[src/rtl/relu_pkg.sv]
// -----------------------------------------------------------------------------
// relu_pkg
// Shared constants and the Q8.8 activation helper for the forward ReLU stage.
//   RELU_NBITS : data width of the autoencoder datapath (signed Q8.8)
//   Q_ONE      : fixed-point 1.0, also the ReLU derivative for non-negative inputs
//   relu_q88() : max(val, 0) on a two's complement Q8.8 value
// -----------------------------------------------------------------------------
package relu_pkg;

    localparam int                    RELU_NBITS = 16;
    localparam logic [RELU_NBITS-1:0] Q_ONE      = 16'd256;

    // Negative values clamp to zero; zero and positive values pass unchanged.
    function automatic logic [RELU_NBITS-1:0] relu_q88(input logic [RELU_NBITS-1:0] val);
        return val[RELU_NBITS-1] ? '0 : val;
    endfunction

endpackage

[src/rtl/relu_skid_buf.sv]
// -----------------------------------------------------------------------------
// relu_skid_buf
// Generic valid/ready pipeline stage: one output register plus one skid
// register. Gives one beat per cycle under sustained flow, and in_ready is a
// flop output with no combinational path from out_ready.
// Ports:
//   clk, rst_n          : clock, synchronous active-low reset
//   in_valid/in_ready   : upstream handshake
//   in_data  [WIDTH]    : upstream payload
//   out_valid/out_ready : downstream handshake
//   out_data [WIDTH]    : downstream payload, stable while stalled
// -----------------------------------------------------------------------------
module relu_skid_buf #(
    parameter int WIDTH = 17
) (
    input  logic             clk,
    input  logic             rst_n,
    input  logic             in_valid,
    output logic             in_ready,
    input  logic [WIDTH-1:0] in_data,
    output logic             out_valid,
    input  logic             out_ready,
    output logic [WIDTH-1:0] out_data
);

    logic             out_valid_q, out_valid_d;
    logic [WIDTH-1:0] out_data_q,  out_data_d;
    logic             skid_valid_q, skid_valid_d;
    logic [WIDTH-1:0] skid_data_q,  skid_data_d;

    logic accept;
    logic out_free;

    // The skid only fills while the output register is stalled, so a full
    // skid is exactly the condition under which we cannot take another beat.
    assign in_ready = ~skid_valid_q;
    assign accept   = in_valid & ~skid_valid_q;
    // Output register can take a new beat if empty or being delivered now.
    assign out_free = ~out_valid_q | out_ready;

    always_comb begin
        // NOTE: every signal gets a hold default first so no branch leaves it
        // unassigned, which would otherwise infer a latch.
        out_valid_d  = out_valid_q;
        out_data_d   = out_data_q;
        skid_valid_d = skid_valid_q;
        skid_data_d  = skid_data_q;

        if (out_free) begin
            if (skid_valid_q) begin
                // Older beat in the skid goes first to preserve order; no
                // accept can happen this cycle because in_ready is low.
                out_valid_d  = 1'b1;
                out_data_d   = skid_data_q;
                skid_valid_d = 1'b0;
            end else begin
                out_valid_d = accept;
                if (accept) begin
                    out_data_d = in_data;
                end
            end
        end else if (accept) begin
            skid_valid_d = 1'b1;
            skid_data_d  = in_data;
        end
    end

    always_ff @(posedge clk) begin
        // NOTE: non-blocking assignments so every flop samples pre-edge values
        // regardless of statement order.
        if (!rst_n) begin
            out_valid_q  <= 1'b0;
            out_data_q   <= '0;
            skid_valid_q <= 1'b0;
        end else begin
            out_valid_q  <= out_valid_d;
            out_data_q   <= out_data_d;
            skid_valid_q <= skid_valid_d;
        end
    end

    // NOTE: the skid payload is only ever read when skid_valid_q is set, so it
    // carries no reset; this keeps the reset net off a pure data register.
    always_ff @(posedge clk) begin
        skid_data_q <= skid_data_d;
    end

    assign out_valid = out_valid_q;
    assign out_data  = out_data_q;

endmodule

[src/rtl/relu_fwd_stream.sv]
// -----------------------------------------------------------------------------
// relu_fwd_stream
// Forward-pass ReLU stage of the autoencoder datapath. Streams max(val,0) on
// signed Q8.8 beats and publishes a per-frame derivative mask for backprop.
// Ports:
//   clk, rst_n          : clock, synchronous active-low reset
//   in_valid/in_ready   : upstream handshake
//   in_data  [NBITS]    : pre-activation value, signed Q8.8
//   out_valid/out_ready : downstream handshake
//   out_data [NBITS]    : activated value, non-negative
//   out_last            : beat is index NEURONS-1 of its frame
//   mask     [NEURONS]  : derivative mask of last completed input frame
//   mask_valid          : one-cycle pulse when mask updates
// -----------------------------------------------------------------------------
module relu_fwd_stream
    import relu_pkg::*;
#(
    parameter int NBITS   = RELU_NBITS,
    parameter int NEURONS = 8
) (
    input  logic               clk,
    input  logic               rst_n,
    input  logic               in_valid,
    output logic               in_ready,
    input  logic [NBITS-1:0]   in_data,
    output logic               out_valid,
    input  logic               out_ready,
    output logic [NBITS-1:0]   out_data,
    output logic               out_last,
    output logic [NEURONS-1:0] mask,
    output logic               mask_valid
);

    localparam int IDXW = $clog2(NEURONS);
    localparam logic [IDXW-1:0] LAST_IDX = IDXW'(NEURONS - 1);

    logic [IDXW-1:0]    idx_q, idx_d;
    logic [NEURONS-1:0] acc_q, acc_d;
    logic [NEURONS-1:0] mask_q, mask_d;
    logic               mask_valid_q, mask_valid_d;

    logic               accept;
    logic               is_last;
    logic [NBITS-1:0]   act;
    logic [NEURONS-1:0] acc_merged;

    assign accept  = in_valid & in_ready;
    assign is_last = (idx_q == LAST_IDX);

    generate
        if (NBITS == RELU_NBITS) begin : g_pkg_act
            assign act = relu_q88(in_data);
        end else begin : g_gen_act
            assign act = in_data[NBITS-1] ? '0 : in_data;
        end
    endgenerate

    // Zero counts as active (derivative 1.0 at 0), so the bit is just ~sign.
    always_comb begin
        acc_merged         = acc_q;
        acc_merged[idx_q]  = ~in_data[NBITS-1];
    end

    always_comb begin
        idx_d        = idx_q;
        acc_d        = acc_q;
        mask_d       = mask_q;
        mask_valid_d = 1'b0;

        if (accept) begin
            if (is_last) begin
                idx_d        = '0;
                acc_d        = '0;
                mask_d       = acc_merged;
                mask_valid_d = 1'b1;
            end else begin
                idx_d = idx_q + IDXW'(1);
                acc_d = acc_merged;
            end
        end
    end

    always_ff @(posedge clk) begin
        if (!rst_n) begin
            idx_q        <= '0;
            acc_q        <= '0;
            mask_q       <= '0;
            mask_valid_q <= 1'b0;
        end else begin
            idx_q        <= idx_d;
            acc_q        <= acc_d;
            mask_q       <= mask_d;
            mask_valid_q <= mask_valid_d;
        end
    end

    // out_last rides in the payload so it stays aligned with its beat.
    relu_skid_buf #(
        .WIDTH (NBITS + 1)
    ) u_skid (
        .clk       (clk),
        .rst_n     (rst_n),
        .in_valid  (in_valid),
        .in_ready  (in_ready),
        .in_data   ({is_last, act}),
        .out_valid (out_valid),
        .out_ready (out_ready),
        .out_data  ({out_last, out_data})
    );

    assign mask       = mask_q;
    assign mask_valid = mask_valid_q;

endmodule
[config.mk]
export PLATFORM = sky130hd
export DESIGN_NAME = relu_fwd_stream
export DESIGN_NICKNAME = d
export VERILOG_FILES = /design/src/rtl/relu_pkg.sv /design/src/rtl/relu_skid_buf.sv /design/src/rtl/relu_fwd_stream.sv
export SDC_FILE = /design/constraint.sdc
export NUM_CORES = 1
export LEC_CHECK = 0
export CAP_MARGIN = 5
export CORE_AREA = 2 2 73 75
export DETAILED_ROUTE_END_ITERATION = 10
export DIE_AREA = 0 0 75 77
export MAX_ROUTING_LAYER = met4
export PLACE_DENSITY = 0.77
export SYNTH_ARGS = -nofsm -noshare
export SYNTH_HDL_FRONTEND = slang
export SYNTH_SLANG_ARGS = --single-unit
[constraint.sdc]
create_clock -name clk -period 2.3 [get_ports clk]
set_clock_uncertainty 0.15 [all_clocks]
set_input_delay 0.23 -clock clk [delete_from_list [all_inputs] [get_ports clk]]
set_output_delay 0.23 -clock clk [all_outputs]
set_load 0.005 [all_outputs]
* Word level (Yosys, flattened, before mapping)
Cells that the tools add are included. W data, S select, Z words.
Storage, ports and cells: logic and storage cells 36, register bits 56, input bits 20, output and inout bits 28
Operators by class: reduce and logical (&&, ||, !) cells 7, add/subtract/negate cells 1, magnitude comparators 2, bitwise operators 7, eq/ne operators 1, mux-type cells 10
Operators with widths (count):
- $mux W17 | 2
- $mux W15 | 1
- $bwmux W8 | 1
- $mux W8 | 1
- $reduce_and A2 Y1 | 4
- $not A1 Y1 | 5
- $lt A3 B4 Y1 const B | 1
- $add A3 B1 Y3 const B | 1
- $demux W1 S3 | 1
- $eq A3 B3 Y1 const B | 1
- $ge A3 B1 Y1 const B | 1
- $mux W1 | 3
- $mux W3 | 1
- $reduce_bool A2 Y1 | 1
- $reduce_or A2 Y1 | 1
- $and A1 B1 Y1 | 1
- $logic_and A1 B1 Y1 | 1
- $or A1 B1 Y1 | 1

* Logic depth before layout (Yosys ltp)
word-level depth 6, mapped depth 7, mapped depth without buffers 5

* Cells and area by module
From an unflattened synthesis, not the netlist that was laid out.
Second synthesis, totals: cells, all modules 231, area, all modules 2499.9 sq um
By module, submodules not included:
- relu_skid_buf | times used 1, cells an instance 106, sequential area each 890.9 sq um, area each 1422.6 sq um
- relu_fwd_stream | times used 1, cells an instance 125, sequential area each 400.4 sq um, area each 1077.3 sq um

* Least setup slack after synthesis
No wires, ideal clock.
path type register to register, start point register u_skid.out_valid_q (netlist: u_skid.out_valid), end point register u_skid.skid_data_q[0] (enable), setup time 388 ps, cell stages (with the launch flop) 5, setup slack 249 ps, clock period less this slack 2051 ps, arrival 1513 ps, path buffers 2, required time 1762 ps, cells stage by stage dfxtp_1 -> nand2b_1 -> clkbuf_1 -> clkbuf_1 -> nor2_1
On the way: cells in the longest elaborated chain, start to end 4
Ends and longest elaborated chain:
- start, declared | line relu_skid_buf.sv:26 | logic out_valid_q, out_valid_d;
- start signal, assigned | line relu_skid_buf.sv:76 | out_valid_q <= out_valid_d;
- $not A1 Y1 | line relu_skid_buf.sv:39 | assign out_free = ~out_valid_q | out_ready;
- $or A1 B1 Y1 | line relu_skid_buf.sv:39
- $not A1 Y1 (no source line)
- $reduce_and A2 Y1 (no source line)
- end signal, assigned | line relu_skid_buf.sv:85 | skid_data_q <= skid_data_d;
- end, declared | line relu_skid_buf.sv:29 | logic [WIDTH-1:0] skid_data_q, skid_data_d;
No other way between the ends. A chain may end at the register's enable or synchronous reset.

* Worst setup path in the final report
start point register u_skid.skid_valid_q, end point output port in_ready
On the way: cells in the longest elaborated chain, start to end 1
Ends and longest elaborated chain:
- start, declared | line relu_skid_buf.sv:28 | logic skid_valid_q, skid_valid_d;
- start signal, assigned | line relu_skid_buf.sv:78 | skid_valid_q <= skid_valid_d;
- $not A1 Y1 | line relu_skid_buf.sv:36 | assign in_ready = ~skid_valid_q;
- end, declared | line relu_fwd_stream.sv:24 | output logic in_ready,
No other way between the ends.

==> results.sh <==
export IMPL_fin_util_pct=61.61
export IMPL_nNetsFinal=294
export IMPL_worstHoldPathType="register to register"
export IMPL_status="finished clean"
export IMPL_track_usage_pct=18.69
export IMPL_synthArstFlopShare_pct=0
export IMPL_maxSlewViolCount=0
export IMPL_num_fill_cells=425
export IMPL_r2r_slack_ns=0.33
export IMPL_synth_top_area_share_pct=31.12
export IMPL_via_count=1892
export IMPL_gp_congestion=0.8480
export IMPL_ant_nets=0
export IMPL_drive_above_1_share_pct=15.38
export IMPL_period_minus_slack_ns=2.123
export IMPL_rsz0062_at_grt="no"
export IMPL_timing_hold_ws_ns=0.3205
export IMPL_clock_path_buffers=2
export IMPL_die_area_um2=5775
export IMPL_vias_per_cell=5.516
export IMPL_critPathMaxStageDelay_ns=0.69
export IMPL_tightest_slew_ns=0.5673
export IMPL_hold_depth=1
export IMPL_worstPathMaxFanout=18
export IMPL_hold_viol=0
export IMPL_synth_seq_cells=54
export IMPL_routed_wl_mm=4.966
export IMPL_place_area_um2=2958
export IMPL_grt_max_degree=41
export IMPL_synth_enable_flop_cells=16
export IMPL_syn_instance_count=231
export IMPL_use_met1_pct=24.04
export IMPL_cts_sinks=54
export IMPL_antenna_found_initial=0
export IMPL_met3_usage_pct=3.811
export IMPL_cts_tree="built"
export IMPL_finalPower_uw=1914
export IMPL_io_buffers=46
export IMPL_cts_htree_levels=2
export IMPL_grt_overflow_total=0
export IMPL_slew_headroom_pct=62.13
export IMPL_ys_flop_type="dfxtp_1"
export IMPL_vdd_drop_max_mv=0.3846
export IMPL_cp_arrival_ns=1.74
export IMPL_synthTopCellsByArea="dfxtp_1 31%, edfxtp_1 20%, o211a_1 6.6%"
export IMPL_power_per_cell_area_nw_per_um2=624.1
export IMPL_met2_usage_pct=29.12
export IMPL_rr_worst_depth=5
export IMPL_synth_net_count=253
export IMPL_endpoint_kind="primary output"
export IMPL_drv_cap=0
export IMPL_area_growth_pct=25.43
export IMPL_grt_pass1_vias=1797
export IMPL_clk_latency_ns=0.30
export IMPL_critical_path_class="register to primary output"
export IMPL_wire_per_inst_um=14.48
export IMPL_die_width_um=75
export IMPL_syn_area_um2=2445
export IMPL_drtPass1Iterations=4
export IMPL_final_setup_tns_ns=0
export IMPL_diodes=0
export IMPL_critPathLaunchType="register"
export IMPL_rows=26
export IMPL_die_h_um=77
export IMPL_num_io_pins=48
export IMPL_final_cell_area_um2=3067
export IMPL_dpl_hpwl_mm=3.398
export IMPL_drc_errors=0
export IMPL_post_cts_setup_buffers=0
export IMPL_hold_buffers=0
export IMPL_cts_buffers_inserted=5
export IMPL_drtIter0Drc=106
export IMPL_yosysWarnings=0
export IMPL_yosysUniqueCellTypes=40
export IMPL_grt_pass1_wl_mm=8.273
export IMPL_cts_resized=0
export IMPL_busiest_layer="met2"
export IMPL_p_leak_uw=0.001271
export IMPL_setup_viol_count_final=0
export IMPL_syn_area_per_cell_um2=10.58
export IMPL_start_util_pct=49.12
export IMPL_fin_crit_sh_pct=92.30
export IMPL_worstPathCellList="buf_4 > inv_1 > clkdlybuf4s50_1"
export IMPL_root_buffer="clkbuf_8"
export IMPL_fp_coreArea_um2=4977
export IMPL_yosysTopAreaCell="dfxtp_1"
export IMPL_ys_seq_area_share_pct=50.77
export IMPL_cts_clk_slew_worst_paths_ns=0.09
export IMPL_critPathRequiredTime_ns=1.92
export IMPL_cpMaxStageDelayCell="dfxtp_1"
export IMPL_max_freq_mhz=471.0
cells in the final DEF (no fill, tap or decap), types with 5 or more instances in the layout:
cell type and count:
nor2b_1 20, nand2_1 18, nand4_1 15, clkbuf_8 5, dfxtp_1 38, a32o_1 6
buf_4 10, clkdlybuf4s50_1 46, o211a_1 16, nor2_1 6, o31ai_1 7, or3b_2 15
edfxtp_1 16, nand3_1 10
registers in the layout, indices dropped and copies added (netlist names):
name and cells:
u_skid.skid_valid_q 1, mask 8, u_skid.skid_data_q 16, mask_valid 1, idx_q 3, acc_q 8, u_skid.out_valid 1, u_skid.out_data 16
stage by stage:
stage | worst slack [ns] | std cells
2_1_floorplan | 0.2489 | 231
3_3_place_gp | 0.4251 | 335
3_5_place_dp | 0.3355 | 335
4_1_cts | 0.1633 | 343
5_1_grt | 0.05350 | 343
6_report | 0.1770 | 343
cell usage after synthesis (2+ instances only):
cell and number:
buf_6 5, a21oi_1 4, a31o_2 2, inv_1 3, o211a_1 16, a32o_1 6
a31oi_1 2, or3b_2 15, o31ai_1 7, nand3_1 10, nor2_1 6, mux2i_1 4
a21o_1 2, and4_1 2, buf_2 2, ha_1 2, clkbuf_1 14, and3_1 4
nand2_1 18, nand4_1 15, nor2b_1 20, edfxtp_1 16, dfxtp_1 38, or2_2 2
per-layer routing:
metal  up-vias  routed length (um)  part of all wire, %
met3         6                 214                  4.3
met5         -                   0                    0
met2        52                2476                   50
met1       902                2219                   45
met4         0                  56                  1.1
li1        932                   -                    -
final cells by class:
cell class              instances  area, um2  share of cell area [%]
repair buffers                 57      555.5                   18.12
well taps                      70      87.58                   2.856
clock buffers                   5      68.82                   2.244
multi-input cells             151       1062                   34.64
flip-flops and latches         54       1241                   40.47
clock inverters                 3      40.04                   1.306
inverters                       3      11.26                  0.3672
report_power, final:
| part | switching (uW) | total, uW | leakage [uW] | internal [uW] |
|---|---|---|---|---|
| Combinational | 108 | 253 | 0.000754 | 145 |
| Clock | 300 | 621 | 0.0000579 | 321 |
| Sequential | 23.4 | 1040 | 0.000459 | 1020 |
final timing paths:
kind                                          start        to
worst max register to register             idx_q[1]   mask[1]
worst min register to register             acc_q[0]  acc_q[0]
worst max-delay path            u_skid.skid_valid_q  in_ready
worst min-delay path                       acc_q[0]  acc_q[0]
kinds of logic after synthesis:
group	count (synthesis)	synth area share [%]
buf+inv	26	5.783
flops	54	50.77
mux	4	1.638
simple gates	103	26.15
compound gates	41	14.48
other cells	1	0.1534
fa+ha+maj	2	1.023
worst max-delay path: cells and delay by family, from the launching register on:
| kind | cells | cell delay [ns] |
|---|---|---|
| buffers and inverters | 3 | 0.75 |
| DFF | 1 | 0.69 |
Note: power is estimated with default switching activity, not from simulation.
